[config.mk]
export PLATFORM = sky130hd
export DESIGN_NAME = neuron_activation_layer_2
export DESIGN_NICKNAME = d
export VERILOG_FILES = /design/src/rtl/neuron_activation_layer_2.sv
export SDC_FILE = /design/constraint.sdc
export NUM_CORES = 1
export LEC_CHECK = 0
export CAP_MARGIN = 40
export CORE_MARGIN = 2
export CORE_UTILIZATION = 30
export CTS_CLUSTER_SIZE = 8
export DETAILED_ROUTE_END_ITERATION = 8
export GPL_ROUTABILITY_DRIVEN = 0
export SYNTH_ARGS = -nofsm -noshare
export SYNTH_HDL_FRONTEND = slang
export SYNTH_SLANG_ARGS = --single-unit
[constraint.sdc]
create_clock -name clk -period 3.4 [get_ports clk]
set_input_delay 0.51 -clock clk [delete_from_list [all_inputs] [get_ports clk]]
set_output_delay 0.51 -clock clk [all_outputs]
set_load 0.005 [all_outputs]
[src/rtl/neuron_activation_layer_2.sv]
// neuron_activation_layer_2: post-accumulation stage for layer 2.
// Adds the per-neuron bias to the adder-tree sum, rescales with a rounding arithmetic
// shift, applies optional ReLU, and saturates to OUT_WIDTH. Results are buffered in a
// small credit-protected FIFO toward the layer-3 input buffer.
// Ports:
//   clk, rst              clock, asynchronous active-high reset
//   in_sum, in_bias       signed tree sum and bias, sampled on in_valid && in_ready
//   in_valid, in_ready    input handshake (in_ready depends on registers only)
//   relu_en               static per layer, 1 clamps negative results to zero
//   out_data, out_valid   registered FIFO head and non-empty flag
//   out_ready             consumer pops the head on out_valid && out_ready
//   sat_count             saturation events since reset, sticks at 0xFFFF
module neuron_activation_layer_2 #(
    parameter int unsigned IN_WIDTH   = 62,
    parameter int unsigned BIAS_WIDTH = 32,
    parameter int unsigned SHIFT      = 8,
    parameter int unsigned OUT_WIDTH  = 16,
    parameter int unsigned FIFO_DEPTH = 4
) (
    input  logic                         clk,
    input  logic                         rst,
    input  logic signed [IN_WIDTH-1:0]   in_sum,
    input  logic signed [BIAS_WIDTH-1:0] in_bias,
    input  logic                         in_valid,
    output logic                         in_ready,
    input  logic                         relu_en,
    output logic signed [OUT_WIDTH-1:0]  out_data,
    output logic                         out_valid,
    input  logic                         out_ready,
    output logic [15:0]                  sat_count
);
    localparam int unsigned S1_W  = IN_WIDTH + 1;
    localparam int unsigned EXT_W = S1_W + 1;
    localparam int unsigned PTR_W = (FIFO_DEPTH > 1) ? $clog2(FIFO_DEPTH) : 1;
    localparam int unsigned CNT_W = PTR_W + 1;
    localparam int unsigned CRD_W = CNT_W + 1;

    localparam logic signed [EXT_W-1:0] ROUND   = $signed(EXT_W'(1) << (SHIFT - 1));
    localparam logic signed [EXT_W-1:0] SAT_MAX = $signed((EXT_W'(1) << (OUT_WIDTH - 1)) - EXT_W'(1));
    localparam logic signed [EXT_W-1:0] SAT_MIN = ~SAT_MAX;

    logic                        accept;
    logic signed [S1_W-1:0]      s1;
    logic                        s1_valid;
    logic signed [EXT_W-1:0]     rnd, shr, rel;
    logic signed [OUT_WIDTH-1:0] act;
    logic                        act_sat;
    logic signed [OUT_WIDTH-1:0] s2_data;
    logic                        s2_sat;
    logic                        s2_valid;

    logic signed [OUT_WIDTH-1:0] mem [FIFO_DEPTH];
    logic [PTR_W-1:0]            wr_ptr, rd_ptr, wr_ptr_n, rd_ptr_n;
    logic [CNT_W-1:0]            count, count_n;
    logic                        push, pop;
    logic signed [OUT_WIDTH-1:0] head_n;
    logic [CRD_W-1:0]            credit;

    assign accept = in_valid && in_ready;

    // Credit: everything already accepted (buffered or in flight) must fit in the FIFO.
    always_comb begin
        credit = CRD_W'(count) + CRD_W'(s1_valid) + CRD_W'(s2_valid);
    end
    assign in_ready = credit < CRD_W'(FIFO_DEPTH);

    // Stage 1: bias add, one bit of growth makes overflow impossible.
    always_ff @(posedge clk) begin
        if (accept) s1 <= S1_W'(in_sum) + S1_W'(in_bias);
    end

    // Stage 2 datapath: round half toward +inf, ReLU, then clip.
    always_comb begin
        rnd     = EXT_W'(s1) + ROUND;
        shr     = rnd >>> SHIFT;
        rel     = (relu_en && shr[EXT_W-1]) ? '0 : shr;
        act     = OUT_WIDTH'(rel);
        act_sat = 1'b0;
        if (rel > SAT_MAX) begin
            act     = OUT_WIDTH'(SAT_MAX);
            act_sat = 1'b1;
        end else if (rel < SAT_MIN) begin
            act     = OUT_WIDTH'(SAT_MIN);
            act_sat = 1'b1;
        end
    end

    always_ff @(posedge clk) begin
        if (s1_valid) begin
            s2_data <= act;
            s2_sat  <= act_sat;
        end
    end

    // FIFO next state; the head register sees a same-edge push when it lands at the new read slot.
    always_comb begin
        push     = s2_valid;
        pop      = (count != '0) && out_ready;
        wr_ptr_n = push ? wr_ptr + PTR_W'(1) : wr_ptr;
        rd_ptr_n = pop  ? rd_ptr + PTR_W'(1) : rd_ptr;
        count_n  = count;
        if (push && !pop)      count_n = count + CNT_W'(1);
        else if (!push && pop) count_n = count - CNT_W'(1);
        head_n = (push && (wr_ptr == rd_ptr_n)) ? s2_data : mem[rd_ptr_n];
    end

    always_ff @(posedge clk) begin
        if (push) mem[wr_ptr] <= s2_data;
    end

    // Control state: pipeline valids, FIFO pointers, head register and saturation counter.
    always_ff @(posedge clk or posedge rst) begin
        if (rst) begin
            s1_valid  <= 1'b0;
            s2_valid  <= 1'b0;
            wr_ptr    <= '0;
            rd_ptr    <= '0;
            count     <= '0;
            out_valid <= 1'b0;
            out_data  <= '0;
            sat_count <= '0;
        end else begin
            s1_valid  <= accept;
            s2_valid  <= s1_valid;
            wr_ptr    <= wr_ptr_n;
            rd_ptr    <= rd_ptr_n;
            count     <= count_n;
            out_valid <= (count_n != '0);
            if (count_n != '0) out_data <= head_n;
            if (push && s2_sat && (sat_count != 16'hFFFF)) sat_count <= sat_count + 16'd1;
        end
    end
endmodule

==> impl_metrics.env <==
export IMPL_vdd_drop_max_v=0.000377
export IMPL_synthArstFlopShare_pct=23.5
export IMPL_syn_area_sq_um=11800
export IMPL_fin_crit_sh_pct=104
export IMPL_cts_sinks=179
export IMPL_antenna_left=0
export IMPL_wl_per_cell_microns=14.9
export IMPL_path_delay_family="simple AND/OR/NAND/NOR gates"
export IMPL_layout_nets=1681
export IMPL_final_setup_worst_slack_ns=-0.122
export IMPL_critical_path_arrival_ns=3.70
export IMPL_final_max_slew_viol_count=0
export IMPL_fmax_ghz=0.284
export IMPL_initial_utilization_pct=30.5
export IMPL_critPathSlowestCell="or4_4"
export IMPL_wirelength_microns=30300
export IMPL_leakagePower_uw=0.00651
export IMPL_seq_area_frac_synth_pct=43.7
export IMPL_min_period_ns=3.52
export IMPL_ys_warn_count=0
export IMPL_die_y_microns=203
export IMPL_rsz0062_at_grt="true"
export IMPL_violations="setup timing"
export IMPL_worstMarginPinSlew_ns=0.871
export IMPL_drcViolationCount=0
export IMPL_first_global_vias=10200
export IMPL_area_delta_synth_final_pct=37.1
export IMPL_holdWs_ns=0.378
export IMPL_grt_pass1_wl_microns=50200
export IMPL_antenna_cells=0
export IMPL_cp_max_fo=15
export IMPL_min_path_type="in2async"
export IMPL_max_stage_delay_ns=0.53
export IMPL_status="finished, violations left"
export IMPL_worstSetupPathType="reg2reg"
export IMPL_first_pass_iters=5
export IMPL_drive_gt1_share_pct=21.9
export IMPL_hold_viol=0
export IMPL_synth_edff_count=137
export IMPL_portBuffers=132
export IMPL_synth_seq_cells=179
export IMPL_dp_hpwl_microns=24400
export IMPL_grt_max_degree=58
export IMPL_max_cap_violations=0
export IMPL_endpoint_kind="flip-flop"
export IMPL_crit_top_cell="or4_4"
export IMPL_rows=72
export IMPL_syn_nets=1341
export IMPL_ys_types=72
export IMPL_numCtsBuffers=17
export IMPL_antenna_found_initial=0
export IMPL_avgSynthCellArea_sq_um=10.1
export IMPL_yosys_area_top_type="edfxtp_1"
export IMPL_grt_total_usage_pct=14.9
export IMPL_vias=10200
export IMPL_startpoint_type="flip-flop"
export IMPL_clock_skew_ns=0.0158
export IMPL_ys_flop_type="edfxtp_1"
export IMPL_crit_buf_inv=2
export IMPL_coreArea_sq_um=38800
export IMPL_drtIter0Drc=580
export IMPL_ios=133
export IMPL_setup_tns_ns=-1.67
export IMPL_worstPathRequired_ns=3.58
export IMPL_r2r_setup_slack_ns=-0.12
export IMPL_clk_path_buf_depth=2
export IMPL_die_x_microns=203
export IMPL_yosysMostFrequentCell="edfxtp_1"
export IMPL_cts_tree="done"
export IMPL_syn_inst=1171
export IMPL_h_tree_depth=4
export IMPL_clock_latency_ns=0.44
export IMPL_fp_dieArea_sq_um=41000
export IMPL_clkTransAtPathRegs_ns=0.08
export IMPL_gr_total_overflow=0
export IMPL_r2r_start="s1[23]$_DFFE_PP_"
export IMPL_cts_root_buf="clkbuf_16"
export IMPL_r2r_end="s2_data[1]$_SDFFCE_PN1P_"
export IMPL_synth_top_cells_by_area="edfxtp_1, dfrtp_1, ha_1"
export IMPL_worst_r2r_path_depth=10
export IMPL_n_fill_cell=3728
export IMPL_cp_cell_sequence="nand4_1 > buf_4 > or4_4 > or4_4 > or4_4 > a211o_1 > a211o_1 > o31ai_4 > buf_12 > o21ai_1"
export IMPL_viasPerCell=4.98
export IMPL_setup_viol=16
export IMPL_synth_top_cell_area_share_pct=34.8
export IMPL_power_density_nw_per_um2=561
export IMPL_synthTopCellsByCount="edfxtp_1, nand2_1, a21oi_1"
export IMPL_maxSlewHeadroom_pct=41.9
-- worst register-to-register path: stages (launching register included) --
cell,delay [ns]
edfxtp_1,0.38
nand4_1,0.14
buf_4,0.17
or4_4,0.52
or4_4,0.48
or4_4,0.53
a211o_1,0.27
a211o_1,0.29
o31ai_4,0.25
buf_12,0.17
o21ai_1,0.08
-- timing repair --
item	CTS	global route
setup endpoints to repair	16	30
hold buffers	0	0
gates resized for setup	6	19
buffers inserted	0	0
pin swaps	0	3
-- flip-flops by register name, summed over array words and instances (netlist names) --
name       cells
mem           64
s1            56
out_data      16
s2_data       16
sat_count     16
count          3
rd_ptr         2
wr_ptr         2
out_valid      1
push           1
s1_valid       1
s2_sat         1
-- power breakdown --
| part | internal [uW] | total [uW] | switching (uW) |
|---|---|---|---|
| combinational | 1840 | 3580 | 1730 |
| clock | 1030 | 2060 | 1030 |
| sequential | 3070 | 3460 | 392 |
| total | 5940 | 9090 | 3150 |
-- layer usage --
metal	track usage, %	wire length [microns]
met3	1.69	885
met2	25.5	14600
met4	4.51	586
met5	0	0
met1	19.8	14300
-- cell type report --
type | count | area (sq um) | share of cell area [%]
Timing Repair Buffer | 374 | 3200 | 19.7
Sequential cell | 179 | 5160 | 31.8
Inverter | 35 | 131 | 0.810
Multi-Input combinational cell | 904 | 6430 | 39.6
Tap cell | 518 | 648 | 4.00
Clock inverter | 15 | 218 | 1.34
Clock buffer | 17 | 425 | 2.62
-- worst max path at each step --
stage                                      to  slack, ns  cells past startpoint        startpoint
floorplan           s2_data[10]$_SDFFCE_PN1P_      -0.07                     11  s1[25]$_DFFE_PP_
global placement             s1[61]$_DFFE_PP_      -0.38                     12       in_bias[31]
detailed placement           s1[61]$_DFFE_PP_      -0.38                     12       in_bias[31]
CTS                 s2_data[14]$_SDFFCE_PN1P_      -0.13                     10  s1[23]$_DFFE_PP_
global route        s2_data[13]$_SDFFCE_PN1P_      -0.23                     12   s1[8]$_DFFE_PP_
finish               s2_data[1]$_SDFFCE_PN1P_      -0.12                     10  s1[23]$_DFFE_PP_
-- kinds of logic after synthesis --
logic type	count (synthesis)	synth area share, %
AO/OA/AOI/OAI	316	17.2
XOR/XNOR	100	7.40
adder cells (fa/ha/maj)	71	7.51
buffers and inverters	88	2.94
flip-flops	179	43.7
multiplexers	36	4.76
AND/OR/NAND/NOR	381	16.6
-- layout by cell type (no fill, tap or decap), types with 5 or more instances in the layout --
master           instances
buf_4                  236
edfxtp_1               137
clkdlybuf4s50_1        131
nand2_1                101
a21oi_1                 80
nor2_1                  71
ha_1                    70
o21ai_0                 67
xnor2_1                 58
nand4_1                 46
a21o_1                  42
dfrtp_1                 42
xor2_1                  40
nand3_1                 37
inv_1                   34
nor3_1                  22
and3_1                  19
mux2i_1                 18
clkbuf_16               17
mux4_2                  16
o21bai_1                16
a31oi_1                 14
and2_1                  13
o21a_1                  13
o21ai_1                 13
nor4_1                  11
a211oi_1                 8
and4_1                   7
nor2b_1                  7
or3_1                    7
or2_2                    6
o211ai_1                 6
clkinv_8                 6
a21boi_0                 5
or4_4                    5
nand4b_1                 5
-- metrics by stage --
| step | worst slack, ns | total power (uW) | instance area [sq um] | instances | util, % |
|---|---|---|---|---|---|
| floorplan | -0.0742 | 5510 | 11800 | 1171 | - |
| global placement | -0.385 | 7010 | 15400 | 2007 | 39.8 |
| detailed placement | -0.381 | 7100 | 15500 | 2010 | 39.9 |
| CTS | -0.128 | 9180 | 16100 | 2042 | 41.6 |
| global route | -0.226 | 9700 | 16200 | 2042 | 41.8 |
| finish | -0.122 | 9090 | 16200 | 2042 | 41.8 |
(Power assumes the default switching activity.)
